[config.mk]
export PLATFORM = sky130hd
export DESIGN_NAME = uart_boot_loader
export DESIGN_NICKNAME = d
export VERILOG_FILES = /design/src/rtl/uart_boot_loader.sv
export SDC_FILE = /design/constraint.sdc
export NUM_CORES = 1
export LEC_CHECK = 0
export CAP_MARGIN = 25
export CORE_ASPECT_RATIO = 1.1
export CORE_MARGIN = 8
export CORE_UTILIZATION = 64
export CTS_CLUSTER_DIAMETER = 50
export CTS_CLUSTER_SIZE = 28
export DETAILED_ROUTE_END_ITERATION = 10
export HOLD_SLACK_MARGIN = 0.03
export PLACE_DENSITY = 0.93
export SLEW_MARGIN = 20
export SYNTH_ARGS = -nofsm -noshare
export SYNTH_HDL_FRONTEND = slang
export SYNTH_SLANG_ARGS = --single-unit
[constraint.sdc]
create_clock -name clk -period 11.2 [get_ports clk]
set_input_delay 1.68 -clock clk [delete_from_list [all_inputs] [get_ports clk]]
set_output_delay 1.68 -clock clk [all_outputs]
set_load 0.05 [all_outputs]
[src/rtl/uart_boot_loader.sv]
// ============================================================================
//  Module   : uart_boot_loader
//  Purpose  : UART program loader writing 16-bit words into the boot BSRAM.
//  Revision : 1.0 - initial release
// ============================================================================
`default_nettype none

module uart_boot_loader #(
  parameter int         CLKS_PER_BIT = 234,
  parameter int         ADDR_W       = 11,
  parameter int         DEPTH        = 2048,
  parameter logic [7:0] SYNC_BYTE    = 8'hA5,
  parameter int         TIMEOUT_CLKS = 2700000
) (
  input  logic              clk,
  input  logic              rst,
  input  logic              uart_rx,
  output logic              mem_ce,
  output logic              mem_wre,
  output logic [ADDR_W-1:0] mem_addr,
  output logic [15:0]       mem_din,
  output logic              boot_mode,
  output logic              done,
  output logic              error,
  output logic [ADDR_W:0]   word_count
);

  localparam int BAUD_W = (CLKS_PER_BIT > 2) ? $clog2(CLKS_PER_BIT) : 1;
  localparam int TO_W   = $clog2(TIMEOUT_CLKS + 1);
  localparam int WC_W   = ADDR_W + 1;

  localparam logic [BAUD_W-1:0] HALF_LAST = BAUD_W'(CLKS_PER_BIT / 2 - 1);
  localparam logic [BAUD_W-1:0] BIT_LAST  = BAUD_W'(CLKS_PER_BIT - 1);
  localparam logic [TO_W-1:0]   TO_LAST   = TO_W'(TIMEOUT_CLKS - 1);
  localparam logic [16:0]       DEPTH_L   = 17'(DEPTH);

  localparam logic [1:0] RX_IDLE  = 2'd0;
  localparam logic [1:0] RX_START = 2'd1;
  localparam logic [1:0] RX_DATA  = 2'd2;
  localparam logic [1:0] RX_STOP  = 2'd3;

  localparam logic [2:0] F_SYNC   = 3'd0;
  localparam logic [2:0] F_CNT_HI = 3'd1;
  localparam logic [2:0] F_CNT_LO = 3'd2;
  localparam logic [2:0] F_HI     = 3'd3;
  localparam logic [2:0] F_LO     = 3'd4;
  localparam logic [2:0] F_CHK    = 3'd5;
  localparam logic [2:0] F_DONE   = 3'd6;

  // ---------------------------------------------------------------- receiver
  logic              rx_meta_q, rx_meta_d;
  logic              rx_sync_q, rx_sync_d;
  logic [1:0]        rx_state_q, rx_state_d;
  logic [BAUD_W-1:0] baud_q, baud_d;
  logic [2:0]        bit_idx_q, bit_idx_d;
  logic [7:0]        shift_q, shift_d;
  logic              rx_valid_q, rx_valid_d;
  logic              frame_err_q, frame_err_d;
  logic [7:0]        rx_byte;

  // The shift register is stable while rx_valid is high (receiver is idle).
  assign rx_byte = shift_q;

  always_comb begin
    rx_meta_d   = uart_rx;
    rx_sync_d   = rx_meta_q;
    rx_state_d  = rx_state_q;
    baud_d      = baud_q;
    bit_idx_d   = bit_idx_q;
    shift_d     = shift_q;
    rx_valid_d  = 1'b0;
    frame_err_d = 1'b0;
    case (rx_state_q)
      RX_IDLE: begin
        if (!rx_sync_q) begin
          rx_state_d = RX_START;
          baud_d     = '0;
        end
      end
      RX_START: begin
        if (baud_q == HALF_LAST) begin
          baud_d     = '0;
          bit_idx_d  = 3'd0;
          rx_state_d = rx_sync_q ? RX_IDLE : RX_DATA;
        end else begin
          baud_d = baud_q + BAUD_W'(1);
        end
      end
      RX_DATA: begin
        if (baud_q == BIT_LAST) begin
          baud_d  = '0;
          shift_d = {rx_sync_q, shift_q[7:1]};
          if (bit_idx_q == 3'd7) begin
            rx_state_d = RX_STOP;
          end else begin
            bit_idx_d = bit_idx_q + 3'd1;
          end
        end else begin
          baud_d = baud_q + BAUD_W'(1);
        end
      end
      RX_STOP: begin
        if (baud_q == BIT_LAST) begin
          baud_d      = '0;
          rx_valid_d  = rx_sync_q;
          frame_err_d = ~rx_sync_q;
          rx_state_d  = RX_IDLE;
        end else begin
          baud_d = baud_q + BAUD_W'(1);
        end
      end
      default: rx_state_d = RX_IDLE;
    endcase
  end

  always_ff @(posedge clk or posedge rst) begin
    if (rst) begin
      rx_meta_q   <= 1'b1;
      rx_sync_q   <= 1'b1;
      rx_state_q  <= RX_IDLE;
      baud_q      <= '0;
      bit_idx_q   <= 3'd0;
      shift_q     <= 8'd0;
      rx_valid_q  <= 1'b0;
      frame_err_q <= 1'b0;
    end else begin
      rx_meta_q   <= rx_meta_d;
      rx_sync_q   <= rx_sync_d;
      rx_state_q  <= rx_state_d;
      baud_q      <= baud_d;
      bit_idx_q   <= bit_idx_d;
      shift_q     <= shift_d;
      rx_valid_q  <= rx_valid_d;
      frame_err_q <= frame_err_d;
    end
  end

  // ----------------------------------------------------------- frame parser
  logic [2:0]        f_state_q, f_state_d;
  logic [7:0]        cnt_hi_q, cnt_hi_d;
  logic [WC_W-1:0]   n_q, n_d;
  logic [7:0]        hi_q, hi_d;
  logic [7:0]        chk_q, chk_d;
  logic [TO_W-1:0]   idle_q, idle_d;
  logic [WC_W-1:0]   word_count_q, word_count_d;
  logic              mem_ce_q, mem_ce_d;
  logic              mem_wre_q, mem_wre_d;
  logic [ADDR_W-1:0] mem_addr_q, mem_addr_d;
  logic [15:0]       mem_din_q, mem_din_d;
  logic              boot_mode_q, boot_mode_d;
  logic              done_q, done_d;
  logic              error_q, error_d;
  logic              in_frame;
  logic              timeout;
  logic [15:0]       n16;
  logic [WC_W-1:0]   wc_next;

  assign in_frame = (f_state_q != F_SYNC) && (f_state_q != F_DONE);
  assign n16      = {cnt_hi_q, rx_byte};
  assign wc_next  = word_count_q + WC_W'(1);

  // rx_valid restarts the idle count, so it always beats a coincident timeout.
  always_comb begin
    timeout = 1'b0;
    idle_d  = '0;
    if (in_frame && !rx_valid_q) begin
      if (idle_q == TO_LAST) begin
        timeout = 1'b1;
      end else begin
        idle_d = idle_q + TO_W'(1);
      end
    end
  end

  always_comb begin
    f_state_d    = f_state_q;
    cnt_hi_d     = cnt_hi_q;
    n_d          = n_q;
    hi_d         = hi_q;
    chk_d        = chk_q;
    word_count_d = word_count_q;
    mem_ce_d     = 1'b0;
    mem_wre_d    = 1'b0;
    mem_addr_d   = mem_addr_q;
    mem_din_d    = mem_din_q;
    boot_mode_d  = boot_mode_q;
    done_d       = done_q;
    error_d      = error_q;
    if (in_frame && (frame_err_q || timeout)) begin
      error_d   = 1'b1;
      f_state_d = F_SYNC;
    end else begin
      case (f_state_q)
        F_SYNC: begin
          if (rx_valid_q && (rx_byte == SYNC_BYTE)) begin
            error_d      = 1'b0;
            word_count_d = '0;
            chk_d        = 8'd0;
            mem_addr_d   = '0;
            f_state_d    = F_CNT_HI;
          end
        end
        F_CNT_HI: begin
          if (rx_valid_q) begin
            cnt_hi_d  = rx_byte;
            f_state_d = F_CNT_LO;
          end
        end
        F_CNT_LO: begin
          if (rx_valid_q) begin
            if ((n16 == 16'd0) || ({1'b0, n16} > DEPTH_L)) begin
              error_d   = 1'b1;
              f_state_d = F_SYNC;
            end else begin
              n_d       = n16[WC_W-1:0];
              f_state_d = F_HI;
            end
          end
        end
        F_HI: begin
          if (rx_valid_q) begin
            hi_d      = rx_byte;
            chk_d     = chk_q + rx_byte;
            f_state_d = F_LO;
          end
        end
        F_LO: begin
          // Write pulse happens first, the count advances on the cycle after.
          if (mem_wre_q) begin
            word_count_d = wc_next;
            f_state_d    = (wc_next == n_q) ? F_CHK : F_HI;
          end else if (rx_valid_q) begin
            chk_d      = chk_q + rx_byte;
            mem_din_d  = {hi_q, rx_byte};
            mem_addr_d = word_count_q[ADDR_W-1:0];
            mem_ce_d   = 1'b1;
            mem_wre_d  = 1'b1;
          end
        end
        F_CHK: begin
          if (rx_valid_q) begin
            if (rx_byte == chk_q) begin
              done_d      = 1'b1;
              boot_mode_d = 1'b0;
              f_state_d   = F_DONE;
            end else begin
              error_d   = 1'b1;
              f_state_d = F_SYNC;
            end
          end
        end
        F_DONE: f_state_d = F_DONE;
        default: f_state_d = F_SYNC;
      endcase
    end
  end

  always_ff @(posedge clk or posedge rst) begin
    if (rst) begin
      f_state_q    <= F_SYNC;
      cnt_hi_q     <= 8'd0;
      n_q          <= '0;
      hi_q         <= 8'd0;
      chk_q        <= 8'd0;
      idle_q       <= '0;
      word_count_q <= '0;
      mem_ce_q     <= 1'b0;
      mem_wre_q    <= 1'b0;
      mem_addr_q   <= '0;
      mem_din_q    <= 16'd0;
      boot_mode_q  <= 1'b1;
      done_q       <= 1'b0;
      error_q      <= 1'b0;
    end else begin
      f_state_q    <= f_state_d;
      cnt_hi_q     <= cnt_hi_d;
      n_q          <= n_d;
      hi_q         <= hi_d;
      chk_q        <= chk_d;
      idle_q       <= idle_d;
      word_count_q <= word_count_d;
      mem_ce_q     <= mem_ce_d;
      mem_wre_q    <= mem_wre_d;
      mem_addr_q   <= mem_addr_d;
      mem_din_q    <= mem_din_d;
      boot_mode_q  <= boot_mode_d;
      done_q       <= done_d;
      error_q      <= error_d;
    end
  end

  assign mem_ce     = mem_ce_q;
  assign mem_wre    = mem_wre_q;
  assign mem_addr   = mem_addr_q;
  assign mem_din    = mem_din_q;
  assign boot_mode  = boot_mode_q;
  assign done       = done_q;
  assign error      = error_q;
  assign word_count = word_count_q;

endmodule

`default_nettype wire

=== After elaboration in Yosys (flattened, before gate mapping) ===
Index checks and enable logic that the tools add are counted.

* Add/sub/neg operators: 5
* Order comparisons: 1
* Eq/ne operators: 35
* Muxes and demuxes: 56
* Bitwise gates (word level): 4
* Reductions and logical operators: 29

{| class="wikitable"
|+ Operator list
! cell !! count
|-
| 2-to-1 mux 8 bit || 6
|-
| case mux 8 bit (3 select lines) || 2
|-
| 2-to-1 mux 22 bit || 2
|-
| 2-to-1 mux 3 bit || 12
|-
| 2-to-1 mux 11 bit || 3
|-
| inequality test 3 bit (second input constant) || 9
|-
| 2-to-1 mux 12 bit || 2
|-
| case mux 12 bit (2 select lines) || 1
|-
| AND reduction 4 bit || 6
|-
| adder 22 x 1 -> 22 bit (second input constant) || 1
|-
| == test 22 bit (second input constant) || 1
|-
| case mux 11 bit (2 select lines) || 1
|-
| case mux 3 bit (7 select lines) || 1
|-
| inequality test 2 bit (second input constant) || 10
|-
| == test 8 bit (second input constant) || 2
|-
| greater-than comparator 16 x 12 -> 1 bit (second input constant) || 1
|-
| zero test 16 bit || 1
|-
| 2-to-1 mux 1 bit || 16
|-
| 2-to-1 mux 2 bit || 7
|-
| adder 12 x 1 -> 12 bit (second input constant) || 1
|-
| == test 12 bit || 1
|-
| == test 3 bit (second input constant) || 4
|-
| AND reduction 6 bit || 2
|-
| AND reduction 5 bit || 2
|-
| other kinds (24) || 36
|}

* Register bits: 129
* Bits of input ports: 3
* Output and inout bits: 44
* Logic and storage cells: 151

=== Depth between registers and ports, before layout ===
Gate-level depths: netlist (run 1).

* Depth after elaboration: 8
* Depth in mapped cells: 10
* Depth with buffers taken out: 8

=== Worst setup path after synthesis (run 1) ===
Ideal clock, no wire load.

* Kind: reg-to-output
* Start: reg mem_wre_q (netlist: mem_wre)
* End: out mem_wre
* Arrival time: 0.984 ns
* Data required time: 9.520 ns
* Slack: 8.536 ns
* Stages on the path, launching flop included: 2
* Path buffers: 1
* Cells stage by stage: dfrtp_1 > buf_4

{| class="wikitable"
|+ RTL lines
! item !! RTL line !! RTL
|-
| from (decl) || 147 || <nowiki>logic mem_wre_q, mem_wre_d;</nowiki>
|-
| from (signal assigned) || 283 || <nowiki>mem_wre_q <= mem_wre_d;</nowiki>
|-
| to (decl) || 19 || <nowiki>output logic mem_wre,</nowiki>
|}

No word-level cell between the ends.

==> results summary, run 1 <==
The cell area after synthesis came out at 0.00671 mm2. The total power came out at 1.03 mW. The total global routing track utilization is 0.227.

In this run the critical register-to-register path is launched from f_state_q[2]. The slack of the worst reg-to-reg path came out at 8.09 ns. Dividing the detail-routed via count by the number of cells gives 6.20. Of the available clock period, the critical path in the final layout requires 0.316. The hold path startpoint is rx_meta_q. After clock tree synthesis, the clock-pin slew on the worst setup and hold paths is 0.06 ns. The maximum level of the CTS H-tree came out at 4. The die height came out at 123 um. VDD sags by at most 0.0000887 V. The number of diodes is 0. After clock tree synthesis, the setup repair step added 0 buffers.

The leakage power summed over all cells is 3.44 nW. The highest fanout seen on the critical path is 8. Together, buffers and inverters on the worst path number 1.

Of all cell types, the one taking the most synthesized area is dfrtp_1. The layout net count came out at 679. The post-detailed-route wirelength per cell came out at 18.5 um. The number of max-cap violations is 0. For hold timing, the worst endpoint is rx_sync_q.

The async set-or-reset flop fraction in the synthesized netlist came out at 1.00. For this run, the top clock speed supported by timing is 282 MHz. The ratio of total power to cell area came out at 133 mW/mm2.

Hold repair after CTS inserted 0 buffers. The iteration-0 DRC count of the detailed router came out at 372. For this run, the number of Yosys warnings is 0. The number of detailed-routing iterations run before antenna repair came out at 6.

The proportion of synthesized chip area in sequential cells is 0.482. Wires add up to 15,100 um. The maximum number of buffers from clock root to sink is 2. The count of buffers from port buffering is 46. The slack of the critical path is 7.66 ns. Sorting the synthesized cells by how often they occur yields 126 x dfrtp_1, 50 x nor2_1, 45 x mux2_2.

The required time reported for the critical path endpoint came out at 9.52 ns. The worst setup path is captured at an output pin. The average instance area after synthesis came out at 10.7 um2.

The HPWL after detailed placement is 9710 um. The core box area came out at 0.0103 mm2. The number of slew-limit violations in the final report is 0. The flip-flop and latch count after synthesis came out at 129.

The worst setup skew after layout is 0.00734 ns. The clock sink count came out at 129. At the end of routability-driven placement, the weighted congestion stood at 0.909. The worst hold path depth came out at 0. The family with the most delay on the worst path is buffers and inverters. For this design, the slowest cell found on the critical path is clkdlybuf4s50_1.

By area the synthesized netlist is led by dfrtp_1 47%, mux2_2 7.6%, o21ai_0 3.1%. The layout overhead on the synthesized area came out at 16.0%. The placed instance count is 784. Post-CTS repair changed the size of 0 cells.

For the pin with the worst max-slew slack, the measured transition is 1.02 ns. The number of inserted filler cells in the final layout is 638. The worst hold slack after final layout came out at 0.357 ns. The total number of placement rows came out at 39. The startpoint class of the critical path is a register. The number of clock buffers inserted by TritonCTS came out at 17. Setup violations remaining at the end of the flow were counted as 0. The most used flip-flop cell after synthesis is dfrtp_1. The gate count after technology mapping is 627. The classification of the worst-slack hold path is reg -> reg. Yosys mapped the design onto 69 distinct sky130hd cell types.

The pin count of the biggest net entering global routing is 81. The worst reg2reg path depth is 5. The total overflow left after global routing is 0. Synthesis produced a netlist with a net count of 645.

The worst setup slack before clock tree synthesis came out at 7.57 ns. The die covers 0.0140 mm2. Clock latency on the worst-skew pair, taken at its later pin, is 0.42 ns. The peak per-stage delay on the critical path came out at 0.88 ns. The share of post-route cells with drive strength above 1 came out at 0.168. The number of vias in the routed layout came out at 5,062. Clock tree synthesis selected as its root buffer the cell clkbuf_16. The fraction of post-synthesis cell area in the top cell type by area came out at 0.470. Adding up every negative setup slack in the final design gives 0 ns. For this design the top-level I/O count stands at 47.

The via count of the first global-routing pass is 5,180. The data arrival time of the critical path is 1.86 ns. The initial cell density of the core is 0.652.

The number of endpoints with negative hold slack in the final report came out at 0. The clock tree from TritonCTS is done. The type of the setup path with the least slack is reg -> out. Traced cell by cell, the critical path runs through clkdlybuf4s50_1. The run finished with clean final reports. In this run the tightest slew margin relative to its limit is 0.321.

The count of antenna-violating nets left after detailed routing is 0. The initial antenna violation count came out at 0. Setup repair after global routing left no endpoint under its margin.

The worst register-to-register path ends at word_count[8]. dfrtp_1 is the most common cell in the netlist. The filler-free cell count of the finished design is 816. In the routed design, unresolved DRC markers number 0. The first global-routing pass estimated 25,400 um of wire. The chip width came out at 114 um. The final period demand of the worst path came out at 3.54 ns. The number of enable-type register cells in the synthesized netlist came out at 0.
cell type report:
type,instances,area [um2],share of cell area
Sequential cell,129,3230,0.415
Tap cell,143,179,0.0230
Clock inverter,14,168,0.0215
Multi-Input combinational cell,438,3180,0.409
Timing Repair Buffer,49,495,0.0637
Inverter,26,100,0.0129
Clock buffer,17,425,0.0547
where the power goes:
group | switching, mW | leakage [nW] | internal (mW)
Clock | 0.207 | 0.284 | 0.348
Sequential | 0.000221 | 1.78 | 0.467
Combinational | 0.00910 | 1.38 | 0.00174
Total | 0.216 | 3.44 | 0.816
kinds of logic (layout without fill, tap and decap cells):
kind of cell / count (synthesis) / in the layout / share of synthesized area
adders and majority gates: 15 / 15 / 0.0291
DFF: 129 / 129 / 0.482
buffers and inverters: 60 / 106 / 0.0442
AOI/OAI and AO/OA: 111 / 111 / 0.121
xor gates and xnor gates: 42 / 42 / 0.0548
and+or+nand+nor: 215 / 215 / 0.172
muxes: 55 / 55 / 0.0971
layout by cell type (no fill, tap or decap), types with 19 or more instances in the layout:
cell type / count
clkdlybuf4s50_1: 46
dfrtp_1: 126
inv_1: 24
mux2_2: 45
nand2_1: 44
nand3_1: 21
nand4_1: 20
nor2_1: 50
o21ai_0: 41
xnor2_1: 23
xor2_1: 19
metal layers:
layer	vias to the layer above	track usage	share of wire
li1	2329	-	-
met1	2481	0.272	0.41
met2	212	0.377	0.49
met3	40	0.0567	0.067
met4	0	0.113	0.024
met5	-	0	0
state kept, by name (all words and copies together), names as in the netlist, named ones only:
| signal | flops |
|---|---|
| idle_q | 22 |
| rx_state_q | 1 |
| f_state_q | 3 |
| word_count | 12 |
| bit_idx_q | 3 |
| rx_sync_q | 1 |
| mem_wre | 1 |
| done | 1 |
| chk_q | 8 |
| hi_q | 8 |
| error | 1 |
| rx_byte | 8 |
| mem_din | 16 |
| rx_valid_q | 1 |
| mem_addr | 11 |
| n_q | 12 |
| cnt_hi_q | 8 |
| boot_mode | 1 |
| baud_q | 8 |
| rx_meta_q | 1 |
| frame_err_q | 1 |
metrics by stage:
step,util,instance area (um2)
after floorplan,-,6710
after global placement,0.696,7170
after detailed placement,0.696,7170
after CTS,0.754,7760
after global routing,0.756,7780
final,0.756,7780
worst max-delay path by stage:
stage	start	to	slack, ns	depth (start not counted)
final	mem_wre	mem_ce	7.66	1
after detailed placement	rst	baud_q[1]	7.57	3
after floorplan	rst	asynchronous set/reset pin	6.08	1
after global placement	rst	baud_q[0]	7.62	3
after CTS	word_count[2]	word_count[2]	7.66	1
after global routing	word_count[2]	word_count[2]	7.60	1
Power figures use the tool's default switching activity.
==> inputs of run 2 (changes only) <==
--- a/config.mk
+++ b/config.mk
@@ -8,12 +8,12 @@
 export CAP_MARGIN = 25
 export CORE_ASPECT_RATIO = 1.1
 export CORE_MARGIN = 8
-export CORE_UTILIZATION = 64
+export CORE_UTILIZATION = 59
 export CTS_CLUSTER_DIAMETER = 50
 export CTS_CLUSTER_SIZE = 28
 export DETAILED_ROUTE_END_ITERATION = 10
 export HOLD_SLACK_MARGIN = 0.03
-export PLACE_DENSITY = 0.93
+export PLACE_DENSITY = 0.87
 export SLEW_MARGIN = 20
 export SYNTH_ARGS = -nofsm -noshare
 export SYNTH_HDL_FRONTEND = slang
==> constraint.sdc (replaced) <==
create_clock -name clk -period 3.55 [get_ports clk]
set_input_delay 0.5325 -clock clk [delete_from_list [all_inputs] [get_ports clk]]
set_output_delay 0.5325 -clock clk [all_outputs]
set_load 0.05 [all_outputs]
==> run 2 against run 1 <==
Effect of this change:
- hold slack improved by 0.00050 ns
- sequential cell count stayed put
- global-route usage down 1.9 points
- sequential power grew to 3.1 times the previous value
- final cell count up 1.2%
- clock power increased to 3.2 times the previous value
- non-clock buffer count is 2 higher
- clock skew increased by 0.0039 ns
- wire length rose by 0.94%
- sequential share of layout area decreased by 0.15 points
- combinational power increased to 3.4 times the previous value
- largest cell class unchanged
- largest power group unchanged
==> results summary, run 2 (synthesized netlist as in run 1, its figures left out) <==
The via-per-instance ratio is 6.05 (-2.5%). The die height is 128 um (+3.6%). After global routing, the most crowded layer is met2. In the layout the commonest cells are 126 x dfrtp_1, 50 x nor2_1, 46 x clkdlybuf4s50_1, 45 x mux2_2, 44 x nand2_1.

The met1 capacity usage during global routing is 0.252 (-0.0207). The count of antenna-violating nets left after detailed routing came to 0 (unchanged). The ratio of total power to cell area is 420 mW/mm2 (+220%). The share of post-route cells with drive strength above 1 is 0.172 (+0.00369). CTS placed an instance of clkbuf_16 at the clock tree root. The initial cell density of the core came to 0.595 (-0.0572).

The overall routed net length is 15,200 um (+0.94%). The layout overhead on the synthesized area is 16.4%. The number of max-cap violations is 0 (unchanged). The worst setup skew after layout is 0.0112 ns (+0.00390 ns).

The number of buffer and inverter instances along the worst setup path came out at 0 (-1). The relative slew slack is 0.368 (+0.0465). The worst-case vdd ir drop is 0.000292 V (+230%).

The number of endpoints with negative hold slack in the final report was 0 (unchanged). The number of flip-flops in the largest register came out at 22 (unchanged). The final setup violation count is 0 (unchanged). The highest achievable clock rate is 363 MHz. The leakage power summed over all cells came to 3.45 nW (+0.44%).

The number of detailed-routing iterations run before antenna repair came to 5 (-1). The post-route fraction of the period consumed by the critical path came out at 0.775. The number of slew-limit violations in the final report came to 0 (unchanged).

The detailed-route DRC error count is 0 (unchanged). The initial antenna violation count is 0 (unchanged). The maximum level of the CTS H-tree was 4 (unchanged). The via count of the first global-routing pass was 5,104 (-1.5%). The largest register by flop count is idle_q. The classification of the worst-slack hold path is reg -> reg. The iteration-0 DRC count of the detailed router is 312 (-16%). On the critical path, the stage with the largest delay is an instance of or4_1. The maximum number of buffers from clock root to sink is 2 (unchanged).

The setup path with the least slack is of type reg -> reg. In this design, the largest share of critical-path delay is due to simple AND/OR/NAND/NOR gates. The number of vias in the routed layout is 4,998 (-1.3%). The global-route wire length before repair is 25,600 um (+0.76%).

The chip width is 118 um (+3.6%). The placed instance count came out at 794 (+1.3%). The highest fanout seen on the critical path came out at 8 (unchanged). The met3 routing resource usage after global routing came to 0.0577 (+0.00104).

The clock sink count is 129 (unchanged). Setup repair after global routing left no endpoint under its margin. The total number of placement rows came to 41 (+5.1%). The pin count of the biggest net entering global routing is 54 (-33%).

The total global routing track utilization was 0.208 (-0.0188). The number of gates given a new drive strength after cts is 0 (unchanged). The number of clock buffers inserted by TritonCTS is 17 (unchanged).

The clock latency reported for the late side of the worst-skew pair came to 0.42 ns (about the same). The library cell used most frequently in the layout, excluding fill and tap cells, is dfrtp_1. The final period demand of the worst path came out at 2.75 ns. The transition time at the pin with the least slew margin came out at 0.948 ns (-0.0697 ns). The layout net count is 681 (+0.29%). The buffers inserted during post-CTS setup optimization came out at 0 (unchanged).

The run finished with clean final reports. The clock-pin slew on the worst setup and hold paths is 0.06 ns (about the same). TritonCTS built the clock tree. The global-route track usage on met2 came out at 0.351 (-0.0258). The utilization after layout came out at 0.692 (-0.0638).

The core box area came out at 0.0113 mm2 (+9.6%). The signal on the critical path passes through ha_1 -> and3_1 -> nand3_1 -> xnor2_1 -> or4_1 -> a2111oi_2 -> o211ai_1. The required time reported for the critical path endpoint is 3.84 ns (-5.68 ns). The final HPWL from detailed placement came out at 10,000 um (+3.1%). The total global routing overflow is 0 (unchanged). The total power came to 3.28 mW (+220%). The area of the die came out at 0.0150 mm2 (+7.3%). The I/O pin count came out at 47 (unchanged). The post-detailed-route wirelength per cell was 18.4 um (-0.29%).

The data arrival time of the critical path came out at 3.04 ns (+1.18 ns). The worst setup path is captured at a register. The filler-free cell count of the finished design came to 826 (+1.2%). The peak per-stage delay on the critical path is 0.55 ns (-0.33 ns).

The number of diodes is 0 (unchanged). The setup TNS after final layout is 0 ns (unchanged). The count of buffers from port buffering is 46 (unchanged). The startpoint class of the critical path is a register. The final estimated routing congestion in global placement is 0.854 (-6.1%). The post-cts hold buffer count came out at 0 (unchanged).
run 2: cell types whose count changed in the layout (fill, tap and decap cells not counted):
| cell | before | now |
|---|---|---|
| inv_4 | 1 | 0 |
| clkinv_4 | 4 | 1 |
| bufinv_16 | 3 | 2 |
| inv_6 | 0 | 7 |
| clkinvlp_4 | 3 | 2 |
| buf_4 | 2 | 4 |
| inv_8 | 0 | 2 |
| clkinv_2 | 4 | 2 |
run 2: metrics by stage:
| stage | setup WS, ns | hold WS (ns) | cell area, um2 |
|---|---|---|---|
| floorplan | 0.957 | 0.345 | 6710 |
| global placement | 0.856 | 0.346 | 7210 |
| detailed placement | 0.830 | 0.350 | 7210 |
| CTS | 0.766 | 0.359 | 7810 |
| global route | 0.647 | 0.361 | 7810 |
| finish | 0.797 | 0.358 | 7810 |
run 2: per-layer routing:
layer | share of wire | vias up
met5 | 0 | -
met4 | 0.020 | 0
met1 | 0.43 | 2481
li1 | - | 2319
met3 | 0.051 | 38
met2 | 0.50 | 160
run 2: final cells by class:
type                            instances  area [um2]
Sequential cell                       129        3230
Clock buffer                           17         425
Clock inverter                         15         170
Fill cell                             796        3480
Timing Repair Buffer                   51         510
Inverter                               26         101
Tap cell                              150         188
Multi-Input combinational cell        438        3180
run 2: path summary, 6_finish.rpt:
kind	startpoint	end	slack (ns)	cells past startpoint
worst max-delay path	word_count[0]	f_state_q[1]	0.80	7
worst min-delay path	rx_meta_q	rx_sync_q	0.36	0
worst max register to register	word_count[0]	f_state_q[1]	0.80	7
worst min register to register	rx_meta_q	rx_sync_q	0.36	0
max in group asynchronous	rst	word_count[6]	2.14	3
min in group asynchronous	rst	mem_din[3]	0.62	2
run 2: worst register-to-register path: cells and delay by family (launching register included):
family | cells | cell delay, ns
adders and majority gates | 1 | 0.38
xor gates and xnor gates | 1 | 0.19
AOI/OAI and AO/OA | 2 | 0.62
and+or+nand+nor | 3 | 0.93
DFF | 1 | 0.50
run 2: power by group:
part / leakage [nW] / total, mW / internal, mW / switching, mW
clock network: 0.294 / 1.77 / 1.06 / 0.711
registers: 1.78 / 1.47 / 1.47 / 0.000870
logic: 1.38 / 0.0363 / 0.00627 / 0.0300
